**config.mk**
```make
export PLATFORM = sky130hd
export DESIGN_NAME = exec_sequencer_flat
export DESIGN_NICKNAME = d
export VERILOG_FILES = /design/src/rtl/exec_sequencer_pkg.sv /design/src/rtl/exec_sequencer_if.sv /design/src/rtl/exec_sequencer_wait_timer.sv /design/src/rtl/exec_sequencer.sv /design/src/flat_wrapper.sv
export SDC_FILE = /design/constraint.sdc
export NUM_CORES = 1
export LEC_CHECK = 0
export ABC_CLOCK_PERIOD_IN_PS = 3400
export CELL_PAD_IN_SITES_DETAIL_PLACEMENT = 0
export CELL_PAD_IN_SITES_GLOBAL_PLACEMENT = 1
export CORE_MARGIN = 5
export CORE_UTILIZATION = 29
export CTS_CLUSTER_DIAMETER = 60
export CTS_CLUSTER_SIZE = 16
export DETAILED_ROUTE_END_ITERATION = 8
export PLACE_DENSITY_LB_ADDON = 0.1
export SLEW_MARGIN = 15
export SYNTH_ARGS = -nofsm -noshare
export SYNTH_HDL_FRONTEND = slang
export SYNTH_SLANG_ARGS = --single-unit
```
**constraint.sdc**
```tcl
create_clock -name clk -period 3.4 [get_ports clk]
set_clock_uncertainty 0.05 [all_clocks]
set_input_delay 0.51 -clock clk [delete_from_list [all_inputs] [get_ports clk]]
set_output_delay 0.51 -clock clk [all_outputs]
set_load 0.05 [all_outputs]
```
**src/rtl/exec_sequencer_pkg.sv**
```systemverilog
// Shared encodings for the execution sequencer: opcodes, states,
// writeback select and the wait-state timeout.
package seq_pkg;

  localparam int TIMEOUT = 15;

  localparam logic [5:0] OP_ALU_LAST = 6'd17;
  localparam logic [5:0] OP_CTL_18   = 6'd18;
  localparam logic [5:0] OP_CTL_19   = 6'd19;
  localparam logic [5:0] OP_INP      = 6'd26;
  localparam logic [5:0] OP_OUTP     = 6'd27;
  localparam logic [5:0] OP_PUSH     = 6'd28;
  localparam logic [5:0] OP_POP      = 6'd29;
  localparam logic [5:0] OP_BRZ      = 6'd32;
  localparam logic [5:0] OP_BRN      = 6'd33;
  localparam logic [5:0] OP_BRC      = 6'd34;
  localparam logic [5:0] OP_BRO      = 6'd35;
  localparam logic [5:0] OP_BRA      = 6'd36;
  localparam logic [5:0] OP_JMP      = 6'd37;
  localparam logic [5:0] OP_RET      = 6'd38;

  typedef enum logic [2:0] {
    ST_IDLE      = 3'd0,
    ST_DECODE    = 3'd1,
    ST_ALU_WAIT  = 3'd2,
    ST_PUSH_WAIT = 3'd3,
    ST_POP_WAIT  = 3'd4,
    ST_COMMIT    = 3'd5
  } seq_state_t;

  typedef enum logic [1:0] {
    WB_ALU = 2'd0,
    WB_POP = 2'd1,
    WB_IMM = 2'd2
  } wb_sel_t;

  typedef enum logic [2:0] {
    CLS_ALU,
    CLS_PUSH,
    CLS_POP,
    CLS_DIRECT,
    CLS_ILLEGAL
  } op_class_t;

  // Which path through the sequencer an opcode takes.
  function automatic op_class_t classify(input logic [5:0] op);
    op_class_t cls;
    cls = CLS_ILLEGAL;
    if (op <= OP_ALU_LAST) begin
      cls = CLS_ALU;
    end else begin
      case (op)
        OP_PUSH, OP_JMP: cls = CLS_PUSH;
        OP_POP, OP_RET:  cls = CLS_POP;
        OP_CTL_18, OP_CTL_19, OP_INP, OP_OUTP,
        OP_BRZ, OP_BRN, OP_BRC, OP_BRO, OP_BRA: cls = CLS_DIRECT;
        default: cls = CLS_ILLEGAL;
      endcase
    end
    return cls;
  endfunction

  // Branch condition against the ALU flags seen in DECODE.
  function automatic logic branch_taken(input logic [5:0] op,
                                        input logic z, input logic n,
                                        input logic c, input logic v);
    logic taken;
    taken = 1'b0;
    case (op)
      OP_BRZ:         taken = z;
      OP_BRN:         taken = n;
      OP_BRC:         taken = c;
      OP_BRO:         taken = v;
      OP_BRA, OP_JMP: taken = 1'b1;
      default:        taken = 1'b0;
    endcase
    return taken;
  endfunction

endpackage

```
**src/rtl/exec_sequencer_if.sv**
```systemverilog
// Fetch, ALU, stack, writeback and PC signals of the execution sequencer.
// master = surrounding datapath/testbench, slave = sequencer.
interface exec_sequencer_if;
  logic        instr_valid;
  logic        instr_ready;
  logic [15:0] instruction;
  logic [9:0]  pc;
  logic [15:0] imm;
  logic        fl_zero;
  logic        fl_negative;
  logic        fl_carry;
  logic        fl_overflow;
  logic        alu_enable;
  logic        alu_done;
  logic        push_req;
  logic [15:0] push_data;
  logic        push_done;
  logic        pop_req;
  logic        pop_done;
  logic [15:0] pop_out;
  logic        wb_en;
  logic [1:0]  wb_sel;
  logic        pc_load;
  logic [9:0]  pc_out;
  logic        busy;
  logic        err_timeout;
  logic        err_illegal;

  modport master (
    output instr_valid, instruction, pc, imm,
    output fl_zero, fl_negative, fl_carry, fl_overflow,
    output alu_done, push_done, pop_done, pop_out,
    input  instr_ready, alu_enable, push_req, push_data, pop_req,
    input  wb_en, wb_sel, pc_load, pc_out, busy, err_timeout, err_illegal
  );

  modport slave (
    input  instr_valid, instruction, pc, imm,
    input  fl_zero, fl_negative, fl_carry, fl_overflow,
    input  alu_done, push_done, pop_done, pop_out,
    output instr_ready, alu_enable, push_req, push_data, pop_req,
    output wb_en, wb_sel, pc_load, pc_out, busy, err_timeout, err_illegal
  );
endinterface

```
**src/rtl/exec_sequencer_wait_timer.sv**
```systemverilog
// Wait-state timer: down-counter reloaded while not waiting; expired marks
// the edge that would complete the TIMEOUT-th wait cycle.
module wait_timer
  import seq_pkg::*;
(
  input  logic clk,
  input  logic rst,
  input  logic clear,
  input  logic enable,
  output logic expired
);

  logic [3:0] count;

  // Reload on clear, otherwise count down once per enabled cycle.
  always_ff @(posedge clk) begin
    if (rst) begin
      count <= 4'd0;
    end else if (clear) begin
      count <= 4'(TIMEOUT);
    end else if (enable && (count != 4'd0)) begin
      count <= count - 4'd1;
    end
  end

  assign expired = (count == 4'd1);

endmodule

```
**src/rtl/exec_sequencer.sv**
```systemverilog
// Execution sequencer: accepts one instruction, routes it through the ALU,
// stack push or stack pop handshake, then commits writeback and next PC.
//
// state        | meaning
// -------------+-----------------------------------------------------------
// ST_IDLE      | instr_ready high, waiting for instr_valid
// ST_DECODE    | opcode classified, flags sampled, alu_enable pulse
// ST_ALU_WAIT  | waiting for alu_done
// ST_PUSH_WAIT | push_req held, waiting for push_done (PUSH, JMP)
// ST_POP_WAIT  | pop_req held, waiting for pop_done (POP, RET)
// ST_COMMIT    | one cycle: pc_load, optional wb_en, error pulses
module exec_sequencer
  import seq_pkg::*;
(
  input logic             clk,
  input logic             rst_b,
  exec_sequencer_if.slave bus
);

  seq_state_t  state;
  logic [5:0]  opcode_q;
  logic [9:0]  pc_q;
  logic [15:0] imm_q;
  logic [15:0] pop_q;
  logic [9:0]  pc_inc;

  logic        instr_ready_q;
  logic        busy_q;
  logic        alu_enable_q;
  logic        push_req_q;
  logic [15:0] push_data_q;
  logic        pop_req_q;
  logic        wb_en_q;
  wb_sel_t     wb_sel_q;
  logic        pc_load_q;
  logic [9:0]  pc_out_q;
  logic        err_timeout_q;
  logic        err_illegal_q;

  logic        waiting;
  logic        timer_expired;

  assign pc_inc  = pc_q + 10'd1;
  assign waiting = (state == ST_ALU_WAIT) || (state == ST_PUSH_WAIT) ||
                   (state == ST_POP_WAIT);

  wait_timer u_wait_timer (
    .clk     (clk),
    .rst     (rst_b),
    .clear   (!waiting),
    .enable  (waiting),
    .expired (timer_expired)
  );

  // Sequencer FSM; all outputs registered, pulses default low every cycle.
  always_ff @(posedge clk) begin
    if (rst_b) begin
      state         <= ST_IDLE;
      opcode_q      <= '0;
      pc_q          <= '0;
      imm_q         <= '0;
      pop_q         <= '0;
      instr_ready_q <= 1'b1;
      busy_q        <= 1'b0;
      alu_enable_q  <= 1'b0;
      push_req_q    <= 1'b0;
      push_data_q   <= '0;
      pop_req_q     <= 1'b0;
      wb_en_q       <= 1'b0;
      wb_sel_q      <= WB_ALU;
      pc_load_q     <= 1'b0;
      pc_out_q      <= '0;
      err_timeout_q <= 1'b0;
      err_illegal_q <= 1'b0;
    end else begin
      alu_enable_q  <= 1'b0;
      wb_en_q       <= 1'b0;
      wb_sel_q      <= WB_ALU;
      pc_load_q     <= 1'b0;
      pc_out_q      <= '0;
      err_timeout_q <= 1'b0;
      err_illegal_q <= 1'b0;

      case (state)
        ST_IDLE: begin
          if (bus.instr_valid) begin
            opcode_q      <= bus.instruction[15:10];
            pc_q          <= bus.pc;
            imm_q         <= bus.imm;
            // The start pulse has to be visible during DECODE itself.
            alu_enable_q  <= (classify(bus.instruction[15:10]) == CLS_ALU);
            instr_ready_q <= 1'b0;
            busy_q        <= 1'b1;
            state         <= ST_DECODE;
          end
        end

        ST_DECODE: begin
          case (classify(opcode_q))
            CLS_ALU: state <= ST_ALU_WAIT;
            CLS_PUSH: begin
              push_req_q  <= 1'b1;
              push_data_q <= (opcode_q == OP_PUSH) ? imm_q : {6'd0, pc_inc};
              state       <= ST_PUSH_WAIT;
            end
            CLS_POP: begin
              pop_req_q <= 1'b1;
              state     <= ST_POP_WAIT;
            end
            CLS_DIRECT: begin
              pc_load_q <= 1'b1;
              pc_out_q  <= branch_taken(opcode_q, bus.fl_zero, bus.fl_negative,
                                        bus.fl_carry, bus.fl_overflow)
                           ? imm_q[9:0] : pc_inc;
              if (opcode_q == OP_INP) begin
                wb_en_q  <= 1'b1;
                wb_sel_q <= WB_IMM;
              end
              state <= ST_COMMIT;
            end
            default: begin
              pc_load_q     <= 1'b1;
              pc_out_q      <= pc_inc;
              err_illegal_q <= 1'b1;
              state         <= ST_COMMIT;
            end
          endcase
        end

        ST_ALU_WAIT: begin
          if (bus.alu_done) begin
            pc_load_q <= 1'b1;
            pc_out_q  <= pc_inc;
            wb_en_q   <= 1'b1;
            wb_sel_q  <= WB_ALU;
            state     <= ST_COMMIT;
          end else if (timer_expired) begin
            pc_load_q     <= 1'b1;
            pc_out_q      <= pc_inc;
            err_timeout_q <= 1'b1;
            state         <= ST_COMMIT;
          end
        end

        ST_PUSH_WAIT: begin
          if (bus.push_done) begin
            push_req_q <= 1'b0;
            pc_load_q  <= 1'b1;
            pc_out_q   <= (opcode_q == OP_JMP) ? imm_q[9:0] : pc_inc;
            state      <= ST_COMMIT;
          end else if (timer_expired) begin
            // A call whose return address never landed does not jump.
            push_req_q    <= 1'b0;
            pc_load_q     <= 1'b1;
            pc_out_q      <= pc_inc;
            err_timeout_q <= 1'b1;
            state         <= ST_COMMIT;
          end
        end

        ST_POP_WAIT: begin
          if (bus.pop_done) begin
            pop_req_q <= 1'b0;
            pop_q     <= bus.pop_out;
            pc_load_q <= 1'b1;
            if (opcode_q == OP_RET) begin
              pc_out_q <= bus.pop_out[9:0];
            end else begin
              pc_out_q <= pc_inc;
              wb_en_q  <= 1'b1;
              wb_sel_q <= WB_POP;
            end
            state <= ST_COMMIT;
          end else if (timer_expired) begin
            pop_req_q     <= 1'b0;
            pc_load_q     <= 1'b1;
            pc_out_q      <= pc_inc;
            err_timeout_q <= 1'b1;
            state         <= ST_COMMIT;
          end
        end

        ST_COMMIT: begin
          instr_ready_q <= 1'b1;
          busy_q        <= 1'b0;
          state         <= ST_IDLE;
        end

        default: begin
          push_req_q    <= 1'b0;
          pop_req_q     <= 1'b0;
          instr_ready_q <= 1'b1;
          busy_q        <= 1'b0;
          state         <= ST_IDLE;
        end
      endcase
    end
  end

  // Operand field of the instruction is consumed by the datapath, not here;
  // the popped word is held for observation, only its low bits steer the PC.
  logic unused_bits;
  assign unused_bits = ^{bus.instruction[9:0], pop_q};

  assign bus.instr_ready = instr_ready_q;
  assign bus.busy        = busy_q;
  assign bus.alu_enable  = alu_enable_q;
  assign bus.push_req    = push_req_q;
  assign bus.push_data   = push_data_q;
  assign bus.pop_req     = pop_req_q;
  assign bus.wb_en       = wb_en_q;
  assign bus.wb_sel      = wb_sel_q;
  assign bus.pc_load     = pc_load_q;
  assign bus.pc_out      = pc_out_q;
  assign bus.err_timeout = err_timeout_q;
  assign bus.err_illegal = err_illegal_q;

endmodule

```
**src/flat_wrapper.sv**
```systemverilog
// flat-port wrapper written by rule: the top's interface ports become plain ports
module exec_sequencer_flat import seq_pkg::*;
  (clk, rst_b, bus_instr_valid, bus_instruction, bus_pc, bus_imm, bus_fl_zero, bus_fl_negative, bus_fl_carry, bus_fl_overflow, bus_alu_done, bus_push_done, bus_pop_done, bus_pop_out, bus_instr_ready, bus_alu_enable, bus_push_req, bus_push_data, bus_pop_req, bus_wb_en, bus_wb_sel, bus_pc_load, bus_pc_out, bus_busy, bus_err_timeout, bus_err_illegal);
  exec_sequencer_if bus_i ();
  input logic clk;
  input logic rst_b;
  input wire logic [$bits(bus_i.instr_valid)-1:0] bus_instr_valid;
  input wire logic [$bits(bus_i.instruction)-1:0] bus_instruction;
  input wire logic [$bits(bus_i.pc)-1:0] bus_pc;
  input wire logic [$bits(bus_i.imm)-1:0] bus_imm;
  input wire logic [$bits(bus_i.fl_zero)-1:0] bus_fl_zero;
  input wire logic [$bits(bus_i.fl_negative)-1:0] bus_fl_negative;
  input wire logic [$bits(bus_i.fl_carry)-1:0] bus_fl_carry;
  input wire logic [$bits(bus_i.fl_overflow)-1:0] bus_fl_overflow;
  input wire logic [$bits(bus_i.alu_done)-1:0] bus_alu_done;
  input wire logic [$bits(bus_i.push_done)-1:0] bus_push_done;
  input wire logic [$bits(bus_i.pop_done)-1:0] bus_pop_done;
  input wire logic [$bits(bus_i.pop_out)-1:0] bus_pop_out;
  output wire logic [$bits(bus_i.instr_ready)-1:0] bus_instr_ready;
  output wire logic [$bits(bus_i.alu_enable)-1:0] bus_alu_enable;
  output wire logic [$bits(bus_i.push_req)-1:0] bus_push_req;
  output wire logic [$bits(bus_i.push_data)-1:0] bus_push_data;
  output wire logic [$bits(bus_i.pop_req)-1:0] bus_pop_req;
  output wire logic [$bits(bus_i.wb_en)-1:0] bus_wb_en;
  output wire logic [$bits(bus_i.wb_sel)-1:0] bus_wb_sel;
  output wire logic [$bits(bus_i.pc_load)-1:0] bus_pc_load;
  output wire logic [$bits(bus_i.pc_out)-1:0] bus_pc_out;
  output wire logic [$bits(bus_i.busy)-1:0] bus_busy;
  output wire logic [$bits(bus_i.err_timeout)-1:0] bus_err_timeout;
  output wire logic [$bits(bus_i.err_illegal)-1:0] bus_err_illegal;
  assign bus_i.instr_valid = bus_instr_valid;
  assign bus_i.instruction = bus_instruction;
  assign bus_i.pc = bus_pc;
  assign bus_i.imm = bus_imm;
  assign bus_i.fl_zero = bus_fl_zero;
  assign bus_i.fl_negative = bus_fl_negative;
  assign bus_i.fl_carry = bus_fl_carry;
  assign bus_i.fl_overflow = bus_fl_overflow;
  assign bus_i.alu_done = bus_alu_done;
  assign bus_i.push_done = bus_push_done;
  assign bus_i.pop_done = bus_pop_done;
  assign bus_i.pop_out = bus_pop_out;
  assign bus_instr_ready = bus_i.instr_ready;
  assign bus_alu_enable = bus_i.alu_enable;
  assign bus_push_req = bus_i.push_req;
  assign bus_push_data = bus_i.push_data;
  assign bus_pop_req = bus_i.pop_req;
  assign bus_wb_en = bus_i.wb_en;
  assign bus_wb_sel = bus_i.wb_sel;
  assign bus_pc_load = bus_i.pc_load;
  assign bus_pc_out = bus_i.pc_out;
  assign bus_busy = bus_i.busy;
  assign bus_err_timeout = bus_i.err_timeout;
  assign bus_err_illegal = bus_i.err_illegal;
  exec_sequencer u_core (.clk(clk), .rst_b(rst_b), .bus(bus_i));
endmodule
```
Word level (Yosys, flattened, before mapping)

Memories as Yosys holds them, arrays and structs flattened. A register that Yosys moved wholly into a read port is not among the register bits.
Cells that the tools add are included.

Logic and storage cells: 138
ROM bits: 384
Register bits: 76
Memories: 2

Magnitude comparators: 2
Reductions and logical operators: 20
Multiplexer cells: 65
Bitwise logic cells: 6
$add $sub $neg: 2
Eq/ne operators: 24

Memories:

| memory          | words | width | rd ports | clocked after Yosys merged registers in | wr ports | line                     | text |
|---|---|---|---|---|---|---|---|
| (no name shown) | 64    | 3     | 1        | 0                                       | 0        | exec_sequencer_pkg.sv:52 | `case (op)` |
| (no name shown) | 64    | 3     | 1        | 1                                       | 0        | exec_sequencer_pkg.sv:52 |  |

Operators by type and width:

| cell                  | number |
|---|---|
| $mux 10               | 7 |
| $eq 6x6->1 const B    | 7 |
| $pmux 10 s4           | 1 |
| $mux 3                | 12 |
| $mux 1                | 25 |
| $pmux 10 s2           | 1 |
| $mux 16               | 1 |
| $reduce_or 4->1       | 4 |
| $pmux 3 s5            | 1 |
| $eq 3x2->1 const B    | 4 |
| $eq 6x5->1 const B    | 2 |
| $le 6x5->1 const B    | 2 |
| $mux 6                | 2 |
| $pmux 1 s3            | 4 |
| $add 10x1->10 const B | 1 |
| $logic_not 3->1       | 3 |
| $pmux 3 s3            | 1 |
| $mux 4                | 2 |
| $eq 3x1->1 const B    | 2 |
| $eq 3x3->1 const B    | 2 |
| $mux 2                | 3 |
| $ne 2x2->1 const B    | 3 |
| $ne 3x2->1 const B    | 2 |
| $not 1->1             | 6 |
| other kinds (14)      | 21 |

Logic depth before layout (Yosys ltp)

Gate-level depths: netlist of run 1.

Depth after elaboration: 11
Depth in mapped cells: 11
Gate-level depth less buffers: 8

Hierarchy

From an unflattened synthesis of run 1, not the netlist that was laid out.

Cell total of the unflattened synthesis: 502
Area total of the unflattened synthesis: 3986.3 um2

Modules (own cells, without submodules):

| module         | area an instance (um2) | times used | cells each |
|---|---|---|---|
| exec_sequencer | 3747.3                 | 1          | 476 |
| wait_timer     | 239.0                  | 1          | 26 |

Least setup slack after synthesis of run 1

No wires, ideal clock.

Kind: input to register
Start point: in rst_b
End point: reg with a tool-made name
Setup time: 0.126 ns
Data required time: 3.224 ns
Arrival: 1.971 ns
Setup slack: 1.253 ns
Stages on the path: 7
Path through: clkbuf_1 -> clkbuf_1 -> clkbuf_1 -> nor2_1 -> ha_1 -> o21ai_0 -> o22ai_1

RTL lines:

| element            | line              | text |
|---|---|---|
| start: declaration | flat_wrapper.sv:6 | `input logic rst_b;` |

==> impl_metrics.toml, run 1 <==
[final_layout]
design_area_um2 = 5410
seqCellArea_um2 = 1580
syn_to_final_growth_pct = 32.7
multi_input_comb_area_um2 = 2300
n_antenna_cell = 0
layout-drive-gt1-share_pct = 7.63
fillCellCount = 1441
nNetsFinal = 649

[route]
wl_um = 12600
wire_per_inst_um = 16.6
drtPass1Iterations = 4
first_iter_violations = 199
vias_per_cell = 5.06
drcViolationCount = 0
ant_nets = 0
vias = 3828

[setup_path]
cp.required_ns = 3.56
path_buf_inv = 1
crit_path_max_fanout = 5
cp_slowest_stage_delay_ns = 0.52
worstSetupStartpointType = "input pin"
path_class = "input pin to flip-flop"
cp_data_arrival_time_ns = 2.62
worstSetupEndpointType = "flip-flop"
worst_path_max_delay_cell = "clkdlybuf4s50_1"
path_delay_family = "simple AND/OR/NAND/NOR gates"
cp_cell_sequence = "clkdlybuf4s50_1 -> nor4b_4 -> mux2i_1 -> nor2_1 -> ha_1 -> o21ai_0 -> o22ai_1"

[timing]
timing_hold_violations_final = 0
fin_crit_ns = 2.46
setup_viol = 0
fmax_mhz = 407
fin_crit_sh_pct = 72.3
maxSlewHeadroom_pct = 39.5
rsz0062_at_grt = "no"
tightest_slew_ns = 0.907
final_max_slew_viol_count = 0
setup_tns_ns = 0

[die]
rows = 43
fp.coreArea_um2 = 13800
die_w_um = 129
io_pins = 105
fp.dieArea_um2 = 16500
die_h_um = 129
initial_core_util_pct = 29.5

[logic_synthesis]
netlist_top_cells_area = "dfxtp_1 39%, nand2_1 8.7%, a21oi_1 8.4%"
yosysTopAreaCell = "dfxtp_1"
synth_area_per_cell_um2 = 8.18
synth_flop_cell = "dfxtp_1"
synth_edf_count = 0
synth_seq_cells = 79
synth_area_um2 = 4080
synth_nets = 575
seq_area_frac_synth_pct = 38.8
yosysWarningCount = 0
yosysTopAreaCellShare_pct = 38.8
synthCells = 498
synthDistinctLibCells = 69
synthArstFlopShare_pct = 0

[clock_network]
post_cts_buffers = 0
clock_latency_ns = 0.35
cts_tree = "yes"
cts_htree_levels = 3
path_clk_slew_ns = 0.06
cts_root_buffer = "clkbuf_16"
ctsHoldBuffers = 0
cts_sinks = 79
ctsResizeCount = 0
cts_buffers = 9
ctsLongestPathBuffers = 2

[pwr]
max-vdd-ir-drop_uv = 229
leakagePower_nw = 1.90
power.density_nw_per_um2 = 457

[grt]
grtUsageTotal_pct = 15.5
grt_antenna_before_repair = 0
grt_max_degree = 36
grt_pass1_wl_um = 19900
grt_pass1_vias = 3773
overflow = 0

[placement]
io_buffers = 88
dpl_cell_area_um2 = 5100
gp_congestion = 0.794
hpwl_um = 9570

[status]
status = "completed"

[min_path]
hold_path.class = "flip-flop to flip-flop"

[run]
cap_violations = 0
## state kept, by name, summed over array words and instances (netlist names), named ones only
register and cells:
u_core.bus.instr_ready 1, u_core.bus.alu_enable 1, u_core.pc_q 10, u_core.bus.pop_req 1
u_core.u_wait_timer.count 4, u_core.bus.wb_sel 2, u_core.state 3, u_core.bus.pc_out 10
u_core.bus.push_data 16, u_core.bus.pc_load 1, u_core.bus.busy 1, u_core.bus.wb_en 1
u_core.opcode_q 6, u_core.bus.push_req 1, u_core.bus.err_timeout 1, u_core.bus.err_illegal 1
u_core.imm_q 16
## cell usage in the layout, fill, tap and decap left out, types with 4 or more instances in the layout
| cell type | instances |
|---|---|
| a211oi_1 | 4 |
| a21oi_1 | 68 |
| a221o_1 | 7 |
| a22o_1 | 5 |
| a22oi_1 | 4 |
| a31oi_1 | 5 |
| and3_1 | 5 |
| buf_4 | 9 |
| clkbuf_16 | 9 |
| clkdlybuf4s50_1 | 87 |
| dfxtp_1 | 79 |
| ha_1 | 9 |
| inv_1 | 13 |
| nand2_1 | 94 |
| nand2b_1 | 10 |
| nand3_1 | 13 |
| nand4_1 | 6 |
| nor2_1 | 29 |
| nor3_1 | 6 |
| o211ai_1 | 8 |
| o21a_1 | 4 |
| o21ai_0 | 14 |
| o22ai_1 | 4 |
| xnor2_1 | 6 |
| xor2_1 | 4 |
## Yosys cell counts, types with 4 or more instances
master / number
and3_1: 5
a22oi_1: 4
o22ai_1: 4
nand2_1: 94
o211ai_1: 8
clkbuf_1: 17
ha_1: 9
a21oi_1: 68
nand2b_1: 10
nand4_1: 6
nand3_1: 13
inv_1: 13
a211oi_1: 4
a31oi_1: 5
xnor2_1: 6
o21ai_0: 14
a221o_1: 7
xor2_1: 4
o21a_1: 4
nor3_1: 6
dfxtp_1: 79
a22o_1: 5
buf_2: 13
nor2_1: 29
## worst min-delay path: cells and delay by family, from the launching register on
family           cells  cell delay, ns
AO/OA/AOI/OAI        1            0.05
AND/OR/NAND/NOR      1            0.05
flip-flops           1            0.31
## metal layers
layer	vias up	global-route usage [%]	part of all wire (%)
met4	0	4.32	1.2
met5	-	0	0
li1	1947	-	-
met3	11	4.07	5.9
met1	1766	22.0	48
met2	104	23.4	45
## layout make-up
| cell class | count | area share [%] |
|---|---|---|
| Sequential cell | 79 | 29.3 |
| Multi-Input combinational cell | 372 | 42.5 |
| Timing Repair Buffer | 97 | 17.4 |
| Clock buffer | 11 | 4.67 |
| Inverter | 13 | 0.903 |
| Clock inverter | 5 | 1.04 |
| Tap cell | 180 | 4.17 |
## per-stage QoR
stage          power [mW]  setup slack [ns]  utilization, %  std cells  hold WS, ns
6_report             2.47             0.940            39.1        757        0.399
5_1_grt              2.59             0.767            39.1        757        0.425
4_1_cts              2.51             0.919            39.1        757        0.403
3_5_place_dp         1.50             0.550            36.9        741        0.394
3_3_place_gp         1.49             0.656            36.9        741        0.395
2_1_floorplan        1.33              1.25               -        498        0.387
## final timing paths
path                             from                  endpoint  slack, ns  cells past startpoint
max                   bus_instr_valid                 flip-flop       0.94                      7
min          u_core.bus.push_data[15]  u_core.bus.push_data[15]       0.40                      2
max reg2reg           u_core.state[1]                 flip-flop       0.99                      6
min reg2reg  u_core.bus.push_data[15]  u_core.bus.push_data[15]       0.40                      2
## kinds of logic after synthesis
| kind of cell | after synthesis | synth area share (%) |
|---|---|---|
| AND/OR/NAND/NOR | 202 | 26.6 |
| AO/OA/AOI/OAI | 148 | 23.9 |
| flip-flops | 79 | 38.8 |
| buffers and inverters | 47 | 5.00 |
| XOR/XNOR | 10 | 2.15 |
| adder cells (fa/ha/maj) | 9 | 2.76 |
| multiplexers | 3 | 0.737 |
## where the power goes
| group | leakage [nW] | switching (mW) | internal, mW |
|---|---|---|---|
| logic | 1.11 | 0.245 | 0.180 |
| registers | 0.644 | 0.0725 | 0.979 |
| clock network | 0.152 | 0.389 | 0.607 |
| total | 1.90 | 0.707 | 1.77 |
(Power assumes the default switching activity.)
==> run 2, diff against run 1 <==
--- a/config.mk
+++ b/config.mk
@@ -5,7 +5,7 @@
 export SDC_FILE = /design/constraint.sdc
 export NUM_CORES = 1
 export LEC_CHECK = 0
-export ABC_CLOCK_PERIOD_IN_PS = 3400
+export ABC_CLOCK_PERIOD_IN_PS = 2100
 export CELL_PAD_IN_SITES_DETAIL_PLACEMENT = 0
 export CELL_PAD_IN_SITES_GLOBAL_PLACEMENT = 1
 export CORE_MARGIN = 5
==> constraint.sdc (replaced) <==
create_clock -name clk -period 2.1 [get_ports clk]
set_clock_uncertainty 0.05 [all_clocks]
set_input_delay 0.315 -clock clk [delete_from_list [all_inputs] [get_ports clk]]
set_output_delay 0.315 -clock clk [all_outputs]
set_load 0.05 [all_outputs]
==> impl_metrics.toml, run 2 (same netlist as run 1, synthesis figures left out) <==
[status]
status = "completed"

[timing]
final_max_slew_viol_count = 0
tightest_slew_ns = 0.519
setup_viol = 0
maxSlewHeadroom_pct = 65.0
timing_hold_violations_final = 0
fin_crit_sh_pct = 93.8
hold_ws_ns = 0.246
fin_crit_ns = 1.97
fmax_mhz = 508
rsz0062_at_grt = "yes"

[final_layout]
utilization_pct = 42.4
nNetsFinal = 702
n_antenna_cell = 0
syn_to_final_growth_pct = 43.9
final_common_cell = "nand2_1"
layout-drive-gt1-share_pct = 16.5
final_cell_mix = "94 x nand2_1, 87 x clkdlybuf4s50_1, 75 x dfxtp_1, 65 x a21oi_1, 60 x buf_4"

[setup_path]
path_buf_inv = 0
path_delay_family = "simple AND/OR/NAND/NOR gates"
path_class = "flip-flop to flip-flop"
worstSetupStartpointType = "flip-flop"
cp_data_arrival_time_ns = 2.16
crit_path_max_fanout = 5
cp_slowest_stage_delay_ns = 0.39
worstSetupEndpointType = "flip-flop"
cp_cell_sequence = "nor3b_4 -> nand3_4 -> a32oi_2 -> nand3_2 -> a221o_1"
worst_path_max_delay_cell = "dfxtp_1"
cp.required_ns = 2.29

[route]
drtPass1Iterations = 4
vias_per_cell = 4.99
drcViolationCount = 0
ant_nets = 0
wire_per_inst_um = 16.3
first_iter_violations = 231
vias = 4036
wl_um = 13200

[clock_network]
path_clk_slew_ns = 0.06
cts_tree = "yes"
ctsHoldBuffers = 0
clock_latency_ns = 0.34
cts_buffers = 9
ctsLongestPathBuffers = 2
cts_sinks = 79
cts_htree_levels = 3
cts_root_buffer = "clkbuf_16"

[die]
rows = 43
initial_core_util_pct = 29.5
fp.dieArea_um2 = 16500
die_h_um = 129
io_pins = 105
fp.coreArea_um2 = 13800
die_w_um = 129

[pwr]
fin_total_pwr_mw = 4.21
max-vdd-ir-drop_uv = 337
power.density_nw_per_um2 = 718
leakagePower_nw = 2.19

[placement]
hpwl_um = 10300
gp_congestion = 0.826
io_buffers = 88

[run]
cap_violations = 0

[min_path]
hold_path.class = "input pin to flip-flop"

[grt]
grt_antenna_before_repair = 0
grtUsageTotal_pct = 16.3
grt_pass1_vias = 3961
grt_max_degree = 31
grt_pass1_wl_um = 21000
overflow = 0
## run 2: where the power goes
| part | switching (mW) | total [mW] | internal (mW) |
|---|---|---|---|
| registers | 0.108 | 1.69 | 1.59 |
| logic | 0.432 | 0.815 | 0.383 |
| clock network | 0.632 | 1.70 | 1.07 |
| total | 1.17 | 4.21 | 3.04 |
## run 2: per-stage QoR
| stage | instance area [um2] | worst slack, ns | TNS, ns | instances |
|---|---|---|---|---|
| 6_report | 5860 | 0.130 | 0 | 809 |
| 5_1_grt | 5860 | -0.00186 | -0.00186 | 809 |
| 4_1_cts | 5810 | 0.0495 | 0 | 805 |
| 3_5_place_dp | 5490 | -0.230 | -2.26 | 790 |
| 3_3_place_gp | 5490 | -0.227 | -2.33 | 790 |
| 2_1_floorplan | 4090 | 0.0301 | 0 | 498 |
## run 2: area by class of cell
class | count | area [um2]
flip-flops and latches | 79 | 1590
inverters | 13 | 48.8
fillers | 1429 | 7960
multi-input cells | 372 | 2310
repair buffers | 150 | 1370
clock inverters | 5 | 82.6
clock buffers | 10 | 239
well taps | 180 | 225
## run 2: worst register-to-register path: cells and delay by family (launching register included)
kind | cells | cell delay (ns)
AO/OA/AOI/OAI | 2 | 0.70
flip-flops | 1 | 0.39
AND/OR/NAND/NOR | 3 | 0.72
## run 2: timing repair
action	4_1_cts	5_1_grt
pin swaps	0	3
gates resized for setup	1	10
endpoints found under the setup margin	3	17
buffers inserted	0	4
## run 2: path summary, 6_finish.rpt
check,depth (start not counted),endpoint,slack [ns],startpoint
worst max register to register,5,u_core.bus.pc_out[1],0.13,u_core.opcode_q[5]
worst min register to register,2,u_core.bus.push_data[11],0.40,u_core.bus.push_data[11]
worst max-delay path,5,u_core.bus.pc_out[1],0.13,u_core.opcode_q[5]
worst min-delay path,2,u_core.opcode_q[5],0.25,rst_b
## run 2: layer usage
layer	vias to the layer above	routed length, um	global-route usage (%)
met4	0	132	6.18
met3	11	793	3.45
met1	1890	6320	22.8
li1	2044	-	-
met2	91	5920	24.6
met5	-	0	0
==> run 3, diff against run 2 <==
--- a/config.mk
+++ b/config.mk
@@ -5,6 +5,7 @@
 export SDC_FILE = /design/constraint.sdc
 export NUM_CORES = 1
 export LEC_CHECK = 0
+export ABC_AREA = 1
 export ABC_CLOCK_PERIOD_IN_PS = 2100
 export CELL_PAD_IN_SITES_DETAIL_PLACEMENT = 0
 export CELL_PAD_IN_SITES_GLOBAL_PLACEMENT = 1
@@ -13,6 +14,7 @@
 export CTS_CLUSTER_DIAMETER = 60
 export CTS_CLUSTER_SIZE = 16
 export DETAILED_ROUTE_END_ITERATION = 8
+export GPL_TIMING_DRIVEN = 0
 export PLACE_DENSITY_LB_ADDON = 0.1
 export SLEW_MARGIN = 15
 export SYNTH_ARGS = -nofsm -noshare
==> impl_metrics.toml, run 3 <==
[status]
status = "completed"

[logic_synthesis]
yosysMostFrequentCell = "nand2_1"
synth_seq_cells = 79
netlist_top_cells_area = "dfxtp_1 38%, nand2_1 11%, inv_1 7.2%"
synth_area_per_cell_um2 = 7.00
synth_commonest_cells = "124 x nand2_1, 79 x dfxtp_1, 79 x inv_1, 58 x a21oi_1, 45 x nor2_1"
yosysTopAreaCellShare_pct = 38.2
synthDistinctLibCells = 40
yosysWarningCount = 0
seq_area_frac_synth_pct = 38.2
synth_edf_count = 0
synth_area_um2 = 4140
synth_nets = 668
synthCells = 591
yosysTopAreaCell = "dfxtp_1"
synthArstFlopShare_pct = 0
synth_flop_cell = "dfxtp_1"

[setup_path]
worstSetupStartpointType = "flip-flop"
crit_path_max_fanout = 10
path_class = "flip-flop to flip-flop"
cp_data_arrival_time_ns = 2.08
cp.required_ns = 2.29
r2r_cells = 8
worstSetupEndpointType = "flip-flop"

[final_layout]
final_common_cell = "nand2_1"
fillCellCount = 1456
instances_no_fill = 874
n_antenna_cell = 0
final_cell_mix = "124 x nand2_1, 87 x clkdlybuf4s50_1, 79 x inv_1, 79 x dfxtp_1, 58 x a21oi_1"
utilization_pct = 39.9
syn_to_final_growth_pct = 34.4
multi_input_comb_area_um2 = 2130
nNetsFinal = 766
layout-drive-gt1-share_pct = 10.1
seqCellArea_um2 = 1580
design_area_um2 = 5560

[clock_network]
cts_htree_levels = 3
cts_root_buffer = "clkbuf_16"
cts_buffers = 9
post_cts_buffers = 0
ctsHoldBuffers = 0
cts_sinks = 79
clock_latency_ns = 0.34
path_clk_slew_ns = 0.06
ctsLongestPathBuffers = 2
cts_tree = "yes"

[pwr]
power.density_nw_per_um2 = 1130
max-vdd-ir-drop_uv = 430
leakagePower_nw = 2.37

[timing]
fin_crit_sh_pct = 90.0
tightest_slew_ns = 0.740
hold_ws_ns = 0.294
timing_hold_violations_final = 0
rsz0062_at_grt = "no"
setup_viol = 0
final_max_slew_viol_count = 0
timing.final.ws_setup_ns = 0.210
fmax_mhz = 529
fin_crit_ns = 1.89
maxSlewHeadroom_pct = 50.6

[run]
cap_violations = 0

[die]
fp.dieArea_um2 = 16800
die_w_um = 129
initial_core_util_pct = 29.7
io_pins = 105
rows = 43
fp.coreArea_um2 = 13900
die_h_um = 129

[placement]
post-place-ws_ns = -0.114
gp_congestion = 0.884
dpl_cell_area_um2 = 5240
place_inst = 858
hpwl_um = 10900
io_buffers = 87

[grt]
grt_max_degree = 14
grt_pass1_wl_um = 22400
grt_pass1_vias = 4149
grt_antenna_before_repair = 0
grtUsageTotal_pct = 17.5
overflow = 0

[route]
first_iter_violations = 242
wire_per_inst_um = 16.4
wl_um = 14300
vias_per_cell = 4.87
drcViolationCount = 0
drtPass1Iterations = 5
vias = 4256
ant_nets = 0

[min_path]
holdPathStages = 2
hold_path.class = "input pin to flip-flop"
run 3: cell type report:
type / instances / area share [%]
clock inverters: 5 / 1.46
repair buffers: 87 / 15.7
well taps: 180 / 4.05
plain buffers: 19 / 1.82
multi-input cells: 405 / 38.2
flip-flops and latches: 79 / 28.4
clock buffers: 11 / 4.36
inverters: 88 / 5.98
run 3: cell families (layout without fill, tap and decap cells):
kind of cell	count (synthesis)	count (layout)	share of synthesized area [%]
xor gates and xnor gates	4	4	0.846
buffers and inverters	107	210	10.5
and+or+nand+nor	254	254	29.5
adders and majority gates	9	9	2.72
AOI/OAI and AO/OA	138	138	18.2
DFF	79	79	38.2
run 3: repair_timing:
action | in CTS | in global routing
gates resized for setup | 0 | 1
endpoints found under the hold margin | 0 | 0
setup endpoints to repair | 0 | 1
run 3: layer usage:
layer	routed length, um	GRT usage [%]	vias to the layer above
li1	-	-	2135
met1	6690	23.0	2001
met2	6740	28.8	98
met3	541	2.68	22
met4	336	7.21	0
met5	0	0	-
run 3: power by group:
part	switching [mW]	internal [mW]	leakage, nW	total [mW]
clock	0.642	1.07	0.156	1.72
sequential	0.289	1.83	0.647	2.12
combinational	1.68	0.798	1.57	2.47
run 3: worst paths after layout:
check / from / end / slack (ns)
worst max-delay path: u_core.u_wait_timer.count[1] / u_core.bus.pc_out[8] / 0.21
worst min register to register: u_core.bus.pop_req / u_core.bus.pop_req / 0.40
worst min-delay path: rst_b / u_core.bus.err_timeout / 0.29
worst max register to register: u_core.u_wait_timer.count[1] / u_core.bus.pc_out[8] / 0.21
run 3: through the flow:
step,power (mW),TNS (ns)
after floorplan,3.82,0
after global placement,4.61,-0.0982
after detailed placement,4.62,-0.114
after CTS,6.36,0
after global routing,6.76,0
final,6.31,0
run 3: critical path, cell delays in order (launching register included):
cell and delay [ns]:
dfxtp_1 0.32, inv_1 0.12, ha_1 0.16, inv_1 0.04
nor2_1 0.41, o21ai_2 0.17, nand4_4 0.23, a21oi_1 0.09
a21oi_1 0.20
